==> src/rtl/uart_tx_serializer.sv <==
// uart_tx_serializer
//   Byte-to-serial 8N1 UART transmitter. CPU write strobes land in a small
//   FIFO; each byte is shifted out on txd as start bit, 8 data bits LSB
//   first, stop bit. Consecutive queued bytes go out with no idle gap.
//
// Ports
//   clk          in   system clock, rising edge
//   rst          in   asynchronous active-low reset
//   tx_data      in   [7:0] byte, sampled when tx_valid=1
//   tx_valid     in   single-cycle write strobe
//   tx_full      out  FIFO holds FIFO_DEPTH entries (registered)
//   tx_busy      out  FIFO non-empty or a frame in flight (registered)
//   overflow     out  sticky: a strobe arrived while full and was dropped
//   overflow_clr in   clears overflow (a same-edge drop wins)
//   txd          out  serial line, idle high, registered
module uart_tx_serializer #(
  parameter int CLKS_PER_BIT = 16,
  parameter int FIFO_DEPTH   = 4
) (
  input  logic       clk,
  input  logic       rst,
  input  logic [7:0] tx_data,
  input  logic       tx_valid,
  output logic       tx_full,
  output logic       tx_busy,
  output logic       overflow,
  input  logic       overflow_clr,
  output logic       txd
);
  localparam int BW = (CLKS_PER_BIT > 1) ? $clog2(CLKS_PER_BIT) : 1;
  localparam int PW = $clog2(FIFO_DEPTH);
  localparam int CW = PW + 1;
  localparam logic [BW-1:0] BAUD_MAX = BW'(CLKS_PER_BIT - 1);
  localparam logic [CW-1:0] DEPTH_C  = CW'(FIFO_DEPTH);

  typedef enum logic [1:0] {S_IDLE, S_START, S_DATA, S_STOP} state_e;

  state_e        state_q, state_d;
  logic [BW-1:0] baud_q, baud_d;
  logic [2:0]    bit_q, bit_d;
  logic [7:0]    shift_q, shift_d;
  logic          txd_q, txd_d;
  logic [7:0]    mem_q [FIFO_DEPTH];
  logic [PW-1:0] wptr_q, rptr_q;
  logic [CW-1:0] cnt_q, cnt_d;
  logic          ovf_q, ovf_d;
  logic          full_q, busy_q;
  logic          push, drop, pop, nempty, baud_last;

  // Fullness is judged on the pre-edge count: a pop at the same edge does
  // not make room for a strobe that arrives while full.
  assign push      = tx_valid && (cnt_q != DEPTH_C);
  assign drop      = tx_valid && (cnt_q == DEPTH_C);
  assign nempty    = (cnt_q != '0);
  assign baud_last = (baud_q == BAUD_MAX);
  assign cnt_d     = cnt_q + CW'(push) - CW'(pop);
  assign ovf_d     = drop ? 1'b1 : (overflow_clr ? 1'b0 : ovf_q);

  always_comb begin
    state_d = state_q;
    baud_d  = baud_q;
    bit_d   = bit_q;
    shift_d = shift_q;
    txd_d   = txd_q;
    pop     = 1'b0;
    if (state_q != S_IDLE) baud_d = baud_last ? '0 : baud_q + BW'(1);
    unique case (state_q)
      S_IDLE: begin
        if (nempty) begin
          pop     = 1'b1;
          shift_d = mem_q[rptr_q];
          state_d = S_START;
          txd_d   = 1'b0;
          baud_d  = '0;
        end
      end
      S_START: begin
        if (baud_last) begin
          state_d = S_DATA;
          bit_d   = '0;
          txd_d   = shift_q[0];
        end
      end
      S_DATA: begin
        if (baud_last) begin
          if (bit_q == 3'd7) begin
            state_d = S_STOP;
            txd_d   = 1'b1;
          end else begin
            // shift_q[0] is on the line now; the next bit is shift_q[1]
            shift_d = {1'b0, shift_q[7:1]};
            txd_d   = shift_q[1];
            bit_d   = bit_q + 3'd1;
          end
        end
      end
      S_STOP: begin
        if (baud_last) begin
          if (nempty) begin
            // chain straight into the next start bit, no idle gap
            pop     = 1'b1;
            shift_d = mem_q[rptr_q];
            state_d = S_START;
            txd_d   = 1'b0;
          end else begin
            state_d = S_IDLE;
          end
        end
      end
      default: state_d = S_IDLE;
    endcase
  end

  always_ff @(posedge clk) begin
    if (push) mem_q[wptr_q] <= tx_data;
  end

  always_ff @(posedge clk or negedge rst) begin
    if (!rst) begin
      state_q <= S_IDLE;
      baud_q  <= '0;
      bit_q   <= '0;
      shift_q <= '0;
      txd_q   <= 1'b1;
      wptr_q  <= '0;
      rptr_q  <= '0;
      cnt_q   <= '0;
      ovf_q   <= 1'b0;
      full_q  <= 1'b0;
      busy_q  <= 1'b0;
    end else begin
      state_q <= state_d;
      baud_q  <= baud_d;
      bit_q   <= bit_d;
      shift_q <= shift_d;
      txd_q   <= txd_d;
      if (push) wptr_q <= wptr_q + PW'(1);
      if (pop)  rptr_q <= rptr_q + PW'(1);
      cnt_q   <= cnt_d;
      ovf_q   <= ovf_d;
      full_q  <= (cnt_d == DEPTH_C);
      busy_q  <= (cnt_d != '0) || (state_d != S_IDLE);
    end
  end

  assign txd      = txd_q;
  assign tx_full  = full_q;
  assign tx_busy  = busy_q;
  assign overflow = ovf_q;

endmodule

==> config.mk <==
export PLATFORM = sky130hd
export DESIGN_NAME = uart_tx_serializer
export DESIGN_NICKNAME = d
export VERILOG_FILES = /design/src/rtl/uart_tx_serializer.sv
export SDC_FILE = /design/constraint.sdc
export NUM_CORES = 1
export LEC_CHECK = 0
export BUFFER_PORTS_ARGS = -buffer_cell sky130_fd_sc_hd__buf_2
export CORE_UTILIZATION = 55
export CTS_BUF_LIST = sky130_fd_sc_hd__clkbuf_8
export DETAILED_ROUTE_END_ITERATION = 8
export PLACE_DENSITY = 0.73
export SLEW_MARGIN = 20
export SYNTH_ARGS = -nofsm -noshare
export SYNTH_HDL_FRONTEND = slang
export SYNTH_SLANG_ARGS = --single-unit
==> constraint.sdc <==
create_clock -name clk -period 2.8 [get_ports clk]
set_input_delay 0.28 -clock clk [delete_from_list [all_inputs] [get_ports clk]]
set_output_delay 0.28 -clock clk [all_outputs]
set_load 0.005 [all_outputs]
Yosys cells after proc, flatten, opt, wreduce, memory -nomap -nowiden
Memory sizes are Yosys's and may differ from the RTL's.
Index checks and enable logic that the tools add are counted.
{"block": "totals", "regBits": 28, "ramBits": 32, "inputBits": 12, "output_inout_bits": 4, "elab_cells": 77, "mem_count": 1}
{"name": "mem_q", "words": 4, "width": 8, "read_ports": 1, "rd_ports_with_merged_regs": 0, "wr": 1, "line_no": "43", "source": "logic [7:0] mem_q [FIFO_DEPTH];"}
{"block": "op_classes", "add_sub_neg": 6, "n_eq_ne": 12, "mux": 33, "reduce_logical": 14}
{"cell": "$mux W8", "count": 4}
{"cell": "$pmux W8 S3", "count": 1}
{"cell": "$mux W4", "count": 4}
{"cell": "$mux W1", "count": 12}
{"cell": "$mux W2", "count": 5}
{"cell": "$eq A3 B3 Y1 const B", "count": 3}
{"cell": "$mux W3", "count": 3}
{"cell": "$reduce_bool A3 Y1", "count": 3}
{"cell": "$ne A2 B2 Y1 const B", "count": 4}
{"cell": "$pmux W2 S4", "count": 1}
{"cell": "$reduce_and A4 Y1", "count": 2}
{"cell": "$reduce_bool A2 Y1", "count": 4}
{"cell": "$pmux W3 S2", "count": 1}
{"cell": "$add A2 B1 Y2 const B", "count": 2}
{"cell": "$add A4 B1 Y4 const B", "count": 1}
{"cell": "$eq A2 B2 Y1 const B", "count": 2}
{"cell": "$eq A4 B4 Y1 const B", "count": 1}
{"cell": "$pmux W1 S4", "count": 1}
{"cell": "$add A3 B1 Y3", "count": 1}
{"cell": "$add A3 B1 Y3 const B", "count": 1}
{"cell": "$ne A3 B3 Y1 const B", "count": 1}
{"cell": "$reduce_and A3 Y1", "count": 1}
{"cell": "$sub A3 B1 Y3", "count": 1}
{"cell": "$eq A2 B1 Y1 const B", "count": 1}
{"cell": "other kinds (4)", "count": 5}

Logic depth before layout (Yosys ltp)
Gate-level depths: netlist (run 1).
{"block": "depth", "word_depth": 7, "mapped_depth": 11, "ltp_nobuf": 11}

Worst setup path after synthesis (run 1)
No wires, ideal clock.
{"block": "synth_timing", "path_kind": "register -> register", "start": "register baud_q[0]", "end": "register busy_q (netlist: tx_busy)", "arrival_ns": 2.340, "required_ns": 2.651, "setup_slack_ns": 0.311, "path_stages_with_launch": 11, "path_buffers": 0, "synth_period_minus_slack_ns": 2.489, "path_cell_list": "dfrtp_1 -> ha_1 -> a41oi_1 -> nor3_1 -> ha_1 -> inv_1 -> ha_1 -> fa_1 -> xnor2_1 -> xnor2_1 -> o2111ai_1"}
{"block": "synth_between", "elab_chain_len": 6, "elab_cells_between_ends": 11, "classes_between": "1 x add/sub; 1 x eq/ne; 6 x mux; 3 x reduce/logical"}
{"element": "start, declared", "line_no": "39", "source": "logic [BW-1:0] baud_q, baud_d;"}
{"element": "start signal, assigned", "line_no": "133", "source": "baud_q <= baud_d;"}
{"element": "$eq A4 B4 Y1", "line_no": "55", "source": "assign baud_last = (baud_q == BAUD_MAX);"}
{"element": "$mux W1", "line_no": "98", "source": "if (baud_last) begin"}
{"element": "$pmux W1 S2", "line_no": "67", "source": "unique case (state_q)"}
{"element": "via pop", "line_no": "48", "source": "logic push, drop, pop, nempty, baud_last;"}
{"element": "$sub A3 B1 Y3", "line_no": "56", "source": "assign cnt_d = cnt_q + CW'(push) - CW'(pop);"}
{"element": "$reduce_bool A3 Y1", "line_no": "142", "source": "busy_q <= (cnt_d != '0) || (state_d != S_IDLE);"}
{"element": "$logic_or A1 B1 Y1", "line_no": "142"}
{"element": "end signal, assigned", "line_no": "142"}
{"element": "end, declared", "line_no": "47", "source": "logic full_q, busy_q;"}
The timed path passes the listed nets, and every way through them passes these cells.
A chain may end at the register's enable or synchronous reset.

Worst setup path after layout (run 1)
Same ends and word-level chain as after synthesis.

==> flow_summary.ini, run 1 <==
[routing]
wl_per_cell_um = 16.24
first_iter_violations = 115
drc = 0
drt-total-wl_mm = 4.579
vias = 1541
avgViaCountPerCell = 5.465
ant_nets = 0
dr.pass1.iters = 4

[cts]
clockBufferDepth = 2
clk_pin_slew_ns = 0.07
postCtsSetupRepairBufs = 0
cts_buffers = 9
cts_tree = done
clk_latency_ns = 0.33
root_buffer = clkbuf_8
htreeDepth = 3
clock_sinks = 60

[final_layout]
finish.utilization_pct = 66.29
drive_above_1_share_pct = 30.70
nets = 236
fillers = 368
areaGrowthSynthToFinish_pct = 15.23
antenna_cells = 0

[yosys]
synth_top_cell_by_area = edfxtp_1
synth_nets = 209
syn-instance-count = 183
synth_top_area_share_pct = 35.13
yosysMostFrequentCell = edfxtp_1
synth-async-reset-ratio_pct = 46.67
syn-cell-area_um2 = 2735
ys_top_cells_by_count = edfxtp_1 (32), dfrtp_1 (27), mux2_2 (17)
synth_warnings = 0
synth_ff_type = edfxtp_1
yosys-top-cells-area = edfxtp_1 (35%), dfrtp_1 (25%), mux2_2 (7.0%), ha_1 (5.9%), mux4_2 (5.8%)
ys_seq_area_share_pct = 60.80
synth_cell_types = 41
synth-seq-cells = 60
synth-edff-count = 32
syn_area_per_cell_um2 = 14.95

[timing]
finalCriticalPeriod_ns = 2.640
hold_slack_ns = 0.1358
setup-violations-final = 0
slew_headroom_pct = 58.07
final_hold_viol_count = 0
setup_ws_ns = 0.1605
finClkSkew_ns = 0.006439
finalSetupTns_ns = 0
drv_slew = 0
period_share_pct = 94.27
rsz0062_at_grt = false
clock.fmax_mhz = 378.9
worst_pin_slew_ns = 0.6289

[grt]
grt_usage_pct = 19.91
overflow = 0
antenna_found_initial = 0
grt_max_degree = 29
grt_pass1_wl_mm = 7.251
first_global_vias = 1548

[power_and_ir_drop]
p_leak_uw = 0.001276
sw_frac_of_total_pct = 25.02
power_frac_seq_pct = 47.3
intPower_uw = 1819
p_switching_uw = 607.0
combPwrFrac_pct = 14.6
irDropWorstVdd_mv = 0.6684
clkPwrFrac_pct = 38.0
p_per_area_nw_per_um2 = 769.8

[setup_path]
path_cells = ha_1 > a41oi_2 > nor3_2 > ha_1 > inv_1 > ha_1 > fa_1 > xnor2_1 > xnor2_1 > o2111ai_1
cp.arrival_ns = 2.82
critPathRequiredTime_ns = 2.98
cp_max_fo = 6
startpoint_type = flop
cpMostUsedCell = ha_1
cp.buffers_inverters = 1
cp-end-kind = flop
cp_slowest_cell = dfrtp_1
crit_type = flop to flop
cp_top_family = adder cells
cpPeakStageDelay_ns = 0.43

[placed_design]
place_congestion = 0.7922
dp_slack_ns = 0.1401
place_hpwl_mm = 3.141
io_buffers = 15

[die]
dieArea_um2 = 5259
die_y_um = 72.52
rows = 25
pin_count = 16
dieWidth_um = 72.52
core_area_um2 = 4755
floorplan.initialDensity_pct = 57.53

[job]
cap_violations = 0

[outcome]
status = complete, no violations

[hold_path]
min_path_type = input port to flop
## worst paths after layout
path	cells past startpoint	startpoint	slack (ns)	end
max reg2reg	10	baud_q[0]	0.16	tx_busy
min	2	overflow_clr	0.14	overflow
max in group asynchronous	2	rst	1.89	wptr_q[0]
min in group asynchronous	2	rst	0.50	baud_q[1]
min reg2reg	1	bit_q[2]	0.52	bit_q[2]
max	10	baud_q[0]	0.16	tx_busy
## metal layers
layer | share of wire, % | up-vias | track usage [%]
met5 | 0 | - | 0
met4 | 1.2 | 0 | 8.497
met3 | 3.4 | 6 | 7.639
met2 | 53 | 27 | 33.75
met1 | 42 | 773 | 22.50
li1 | - | 735 | -
## per-stage QoR
stage / std cells / total power, µW / instance area, µm²
after floorplan: 183 / 1397 / 2735
after global placement: 265 / 1491 / 2890
after detailed placement: 265 / 1525 / 2890
after CTS: 282 / 2459 / 3139
after global routing: 282 / 2549 / 3152
final: 282 / 2426 / 3152
## timing repair
| action | 4_1_cts | 5_1_grt |
|---|---|---|
| setup endpoints to repair | 0 | 1 |
| hold buffers | 1 | 0 |
| hold endpoints to repair | 27 | 0 |
| resized for setup | 0 | 2 |
## logic make-up (layout without fill, tap and decap cells)
logic type	after synthesis	in the layout	share of synthesized area [%]
muxes	25	25	13.72
AOI/OAI and AO/OA	27	27	7.228
buffers and inverters	18	50	3.294
adders and majority gates	14	14	6.679
DFF	60	60	60.80
and+or+nand+nor	34	34	6.680
xor gates and xnor gates	5	5	1.601
## state kept, by name, indices dropped and copies added (netlist names)
signal / flops
mem_q: 32
rptr_q: 2
wptr_q: 2
tx_busy: 1
txd: 1
bit_q: 3
shift_q: 8
cnt_q: 3
tx_full: 1
overflow: 1
state_q: 2
baud_q: 4
## placed cells by master, fill, tap and decap left out, drive strengths merged, types with 2 or more instances in the layout
cell    count
clkinv      3
a22o        2
o21ai      11
edfxtp     32
bufinv      3
buf        20
dfrtp      27
and2        6
mux2       17
nand2       4
nor2        8
clkbuf      9
a21oi       3
ha         13
a21boi      2
nor3        4
nand3       4
inv        13
mux4        8
xnor2       4
## power groups by stage
| stage | sequential (µW) | combinational (µW) | clock (µW) |
|---|---|---|---|
| 6_report | 1150 | 355 | 923 |
| 5_1_grt | 1160 | 405 | 983 |
| 4_1_cts | 1150 | 362 | 949 |
| 3_5_place_dp | 1170 | 359 | 0 |
| 3_3_place_gp | 1150 | 336 | 0 |
| 2_1_floorplan | 1150 | 249 | 0 |
## area by class of cell
type	count	area (µm²)	area share [%]
clock buffers	9	123.9	3.930
multi-input cells	105	994.7	31.56
repair buffers	21	122.6	3.890
clock inverters	7	115.1	3.652
inverters	13	48.80	1.548
well taps	67	83.83	2.660
flip-flops and latches	60	1663	52.76
(Power assumes the default switching activity.)
==> run 2: changes to the inputs <==
Settings changed: CORE_MARGIN set to 2, CORE_UTILIZATION 55 to 54, CTS_BUF_LIST sky130_fd_sc_hd__clkbuf_8 to unset, PLACE_DENSITY 0.73 to 0.75.
Clock period 2.8 ns to 2.15 ns, I/O delays scaled along.
==> run 2 against run 1 <==
Effect of this change: the run now ends with negative setup slack left; wire length rose by 1.7%; critical path depth increased by 2; combinational power increased by 84%; global-route usage down 0.48 points; final cell count rose by 7.1%; core utilization rose by 3.1 points; clock power up 9%; setup slack got worse by 0.33 ns; die area up 7.4%; clock skew about the same; total power up 30%; critical path type unchanged; critical endpoint is now tx_full.
==> flow_summary.ini, run 2 (same netlist as run 1, synthesis figures left out) <==
[outcome]
status = finished, violations left
violations = negative setup slack

[setup_path]
r2r_cells = 12
cp.arrival_ns = 2.58
cp-end-kind = flop
reg2reg_to = tx_full
critPathRequiredTime_ns = 2.41
cp_max_fo = 3
crit_start = state_q[1]
r2r_slack_ns = -0.17
crit_type = flop to flop
r2r_start = state_q[1]
startpoint_type = flop

[final_layout]
nets = 256
antenna_cells = 0
areaGrowthSynthToFinish_pct = 22.19
design_area_um2 = 3342
drive_above_1_share_pct = 42.55
largest-register = mem_q
largest_reg_flops = 32
top_regs = mem_q x32, shift_q x8, baud_q x4
layout_common_cells = edfxtp_1 (32), dfrtp_1 (27), buf_4 (25)
final_common_cell = edfxtp_1

[placed_design]
place_hpwl_mm = 3.266
io_buffers = 15
dp_slack_ns = -0.2685
placed_area_um2 = 3067
place_congestion = 0.8421

[hold_path]
min_to = overflow
min_path_type = input port to flop
hold_path_depth = 2
worstHoldStart = overflow_clr

[routing]
drt-total-wl_mm = 4.655
avgViaCountPerCell = 5.344
drc = 0
ant_nets = 0
vias = 1614
dr.pass1.iters = 5
wl_per_cell_um = 15.41
first_iter_violations = 69

[die]
die_y_um = 75.17
floorplan.initialDensity_pct = 56.78
rows = 25
dieArea_um2 = 5651
core_area_um2 = 4817
pin_count = 16
dieWidth_um = 75.17

[grt]
grt_pass1_wl_mm = 7.803
grt_max_degree = 29
overflow = 0
grt_usage_pct = 19.43
antenna_found_initial = 0
first_global_vias = 1688

[timing]
finalCriticalPeriod_ns = 2.317
finClkSkew_ns = 0.006725
setup-violations-final = 3
setup_ws_ns = -0.1669
clock.fmax_mhz = 431.6
worst_pin_slew_ns = 0.6400
period_share_pct = 107.8
slew_headroom_pct = 57.34
rsz0062_at_grt = true
final_hold_viol_count = 0
drv_slew = 0

[cts]
clockBufferDepth = 2
cts_tree = done
clk_pin_slew_ns = 0.07
root_buffer = clkbuf_8
cts_buffers = 9
clk_latency_ns = 0.34
clock_sinks = 60
htreeDepth = 3

[power_and_ir_drop]
p_per_area_nw_per_um2 = 943.0
irDropWorstVdd_mv = 0.6532
total_power_uw = 3152
p_leak_uw = 0.001359

[job]
cap_violations = 0
==> run 2: cell count changes in the layout (fill, tap and decap cells not counted), sizes merged <==
cell and change:
inv +2, buf +20, clkinvlp +2, bufinv -2
clkinv -2
==> run 2: where the power goes <==
group	internal [µW]	switching (µW)
logic	314	338
clock network	540	471
registers	1410	79.3
==> run 2: how the worst max path moves through the flow <==
stage / end
final: tx_full
after global placement: tx_full
after global routing: tx_full
after detailed placement: tx_full
after CTS: tx_full
after floorplan: tx_busy
==> run 2: timing repair <==
| item | 4_1_cts | 5_1_grt |
|---|---|---|
| gates resized for setup | 3 | 4 |
| hold endpoints to repair | 27 | 0 |
| pin swaps | 2 | 1 |
| buffers inserted | 2 | 2 |
| setup endpoints to repair | 3 | 3 |
| hold buffers | 1 | 0 |
==> run 2: per-stage QoR <==
stage / utilization (%) / setup TNS, ns / cells / hold slack [ns]
after global placement: 63.66 / -0.3542 / 281 / 0.2551
after global routing: 69.38 / -0.8278 / 302 / 0.07483
after CTS: 68.65 / -0.7151 / 300 / 0.05663
after floorplan: - / -0.3343 / 183 / -0.08059
after detailed placement: 63.66 / -0.7780 / 281 / 0.2821
final: 69.38 / -0.4667 / 302 / 0.07017
==> run 2: final cells by class <==
class                           count  area [µm²]
Clock buffer                        9       123.9
Inverter                           13       48.80
Sequential cell                    60        1663
Clock inverter                      7       75.07
Multi-Input combinational cell    105        1075
Timing Repair Buffer               41       272.8
Fill cell                         336        1475
Tap cell                           67       83.83
==> run 2: worst max-delay path, stage by stage, from the launching register on <==
cell	delay, ns
dfrtp_1	0.40
inv_2	0.07
ha_4	0.16
a41oi_4	0.19
nor3_2	0.07
ha_1	0.29
inv_2	0.04
ha_4	0.15
fa_2	0.35
xnor2_2	0.15
xnor2_2	0.14
buf_4	0.15
nor3_2	0.09
==> run 2: layer usage <==
layer  track usage [%]  share of wire [%]
met1             23.64                 44
met2             32.07                 50
met3             5.756                3.3
met4             9.162                1.9
met5                 0                  0
==> run 3: changes to the inputs <==
Settings changed: BUFFER_PORTS_ARGS -buffer_cell sky130_fd_sc_hd__buf_2 to -buffer_cell sky130_fd_sc_hd__buf_4, CELL_PAD_IN_SITES_DETAIL_PLACEMENT set to 1, CELL_PAD_IN_SITES_GLOBAL_PLACEMENT set to 1, CORE_UTILIZATION 54 to 46, PLACE_DENSITY 0.75 to unset, PLACE_DENSITY_LB_ADDON set to 0.1.
==> run 3 against run 2 <==
Effect of this change: the flow still finishes with violations (negative setup slack); combinational power is 9.2% higher; worst hold slack worse by 0.0046 ns; first-iteration DRC count is 28% higher; sequential share of layout area is 0.93 points lower; largest cell class unchanged; critical path type unchanged; count of clock-buffer cells in the layout stayed put; core utilization is 11 points lower; final cell count is 4.0% higher; largest power group unchanged; die area is 16% higher; cell area is 1.9% higher; setup slack worse by 0.081 ns; clock skew is 0.00054 ns higher; register-to-register slack worse by 0.08 ns.
==> flow_summary.ini, run 3 (same netlist as run 1, synthesis figures left out) <==
[outcome]
status = finished, violations left
violations = negative setup slack

[cts]
htreeDepth = 3
clk_latency_ns = 0.34
clock_sinks = 60
cts_buffers = 9
clk_pin_slew_ns = 0.07
cts_tree = done
root_buffer = clkbuf_8
clockBufferDepth = 2

[setup_path]
cpPeakStageDelay_ns = 0.39
critPathRequiredTime_ns = 2.38
cp_max_fo = 3
r2r_start = state_q[0]
path_cells = inv_2 > ha_4 > a41oi_4 > nor3_2 > ha_1 > inv_1 > ha_2 > fa_2 > xnor2_2 > xnor2_2 > buf_4 > nor3_4
cp_slowest_cell = dfrtp_1
r2r_slack_ns = -0.25
cp.arrival_ns = 2.63
startpoint_type = flop
cpMostUsedCell = xnor2_2
reg2reg_to = tx_full
cp-end-kind = flop
crit_type = flop to flop
r2r_cells = 12

[timing]
slew_headroom_pct = 65.00
drv_slew = 0
period_share_pct = 111.5
clock.fmax_mhz = 417.0
worst_pin_slew_ns = 0.5182
setup_ws_ns = -0.2480
finClkSkew_ns = 0.007269
finalCriticalPeriod_ns = 2.398
final_hold_viol_count = 0
rsz0062_at_grt = true
hold_slack_ns = 0.06559
setup-violations-final = 3
finalSetupTns_ns = -0.7190

[final_layout]
multi_input_area_um2 = 1081
finish.utilization_pct = 58.56
fillers = 584
largest-register = mem_q
regArea_um2 = 1663
drive_above_1_share_pct = 43.51
top_regs = mem_q x32, shift_q x8, baud_q x4
largest_reg_flops = 32
layout_common_cells = buf_4 (43), edfxtp_1 (32), dfrtp_1 (27)
final_common_cell = buf_4
nets = 260
areaGrowthSynthToFinish_pct = 24.52
antenna_cells = 0

[power_and_ir_drop]
p_per_area_nw_per_um2 = 916.2
irDropWorstVdd_mv = 0.6033
total_power_uw = 3120
p_leak_uw = 0.001386

[routing]
first_iter_violations = 88
wl_per_cell_um = 18.12
dr.pass1.iters = 4
vias = 1696
ant_nets = 0
drc = 0
drt-total-wl_mm = 5.690
avgViaCountPerCell = 5.401

[grt]
grt_max_degree = 29
grt_pass1_wl_mm = 9.315
grt_usage_pct = 19.86
first_global_vias = 1922
overflow = 0
antenna_found_initial = 0

[die]
core_area_um2 = 5816
pin_count = 16
dieWidth_um = 81.11
die_y_um = 81.11
rows = 28
floorplan.initialDensity_pct = 47.03
dieArea_um2 = 6579

[hold_path]
min_to = mem_q[2][7]
worstHoldStart = tx_data[7]
hold_path_depth = 1
min_path_type = input port to flop

[placed_design]
place_hpwl_mm = 3.901
place_congestion = 0.8455
io_buffers = 15
dp_slack_ns = -0.3085

[job]
cap_violations = 0
## run 3: changes by cell type in the layout (fill, tap and decap cells not counted), sizes merged
cell      before  now
clkinvlp       3    2
bufinv         1    0
buf           40   44
inv           15   14
clkinv         1    4
## run 3: cell type report
cell class | count | share of cell area (%)
flip-flops and latches | 60 | 48.82
repair buffers | 45 | 10.10
multi-input cells | 105 | 31.74
clock inverters | 7 | 1.506
well taps | 75 | 2.755
clock buffers | 9 | 3.637
inverters | 13 | 1.433
## run 3: where the power goes
| part | internal, µW | total, µW | switching (µW) |
|---|---|---|---|
| clock network | 420 | 902 | 482 |
| registers | 1410 | 1510 | 96.5 |
| logic | 333 | 712 | 379 |
| total | 2160 | 3120 | 957 |
## run 3: critical path, delay by kind of cell, from the launching register on
family,cells,cell delay (ns)
simple gates,2,0.10
xor+xnor,2,0.34
buf+inv,3,0.29
flops,1,0.39
fa+ha+maj,4,0.97
compound gates,1,0.19
## run 3: repair_timing
item / in CTS / in global routing
hold buffers: 1 / 0
hold endpoints to repair: 27 / 0
pin swaps: 2 / 2
setup buffers: 4 / 3
gates resized for setup: 3 / 6
setup endpoints to repair: 3 / 3
## run 3: worst max path at each step
stage,depth (start not counted),from,slack (ns),end
after floorplan,10,baud_q[0],-0.18,tx_busy
after global placement,11,state_q[0],-0.13,tx_busy
after detailed placement,12,state_q[0],-0.31,tx_full
after CTS,12,state_q[0],-0.21,tx_full
after global routing,12,state_q[0],-0.35,cnt_q[2]
final,12,state_q[0],-0.25,tx_full
## run 3: metal layers
| layer | wire length [µm] | part of all wire (%) | global-route usage [%] |
|---|---|---|---|
| met4 | 190 | 3.3 | 11.86 |
| met3 | 192 | 3.4 | 5.111 |
| met2 | 3038 | 53 | 34.79 |
| met5 | 0 | 0 | 0 |
| met1 | 2269 | 40 | 21.58 |
## run 3: per-stage QoR
stage          cells  area (µm²)
4_1_cts          311        3349
3_3_place_gp     290        3122
6_report         314        3406
2_1_floorplan    183        2791
3_5_place_dp     290        3122
5_1_grt          314        3406
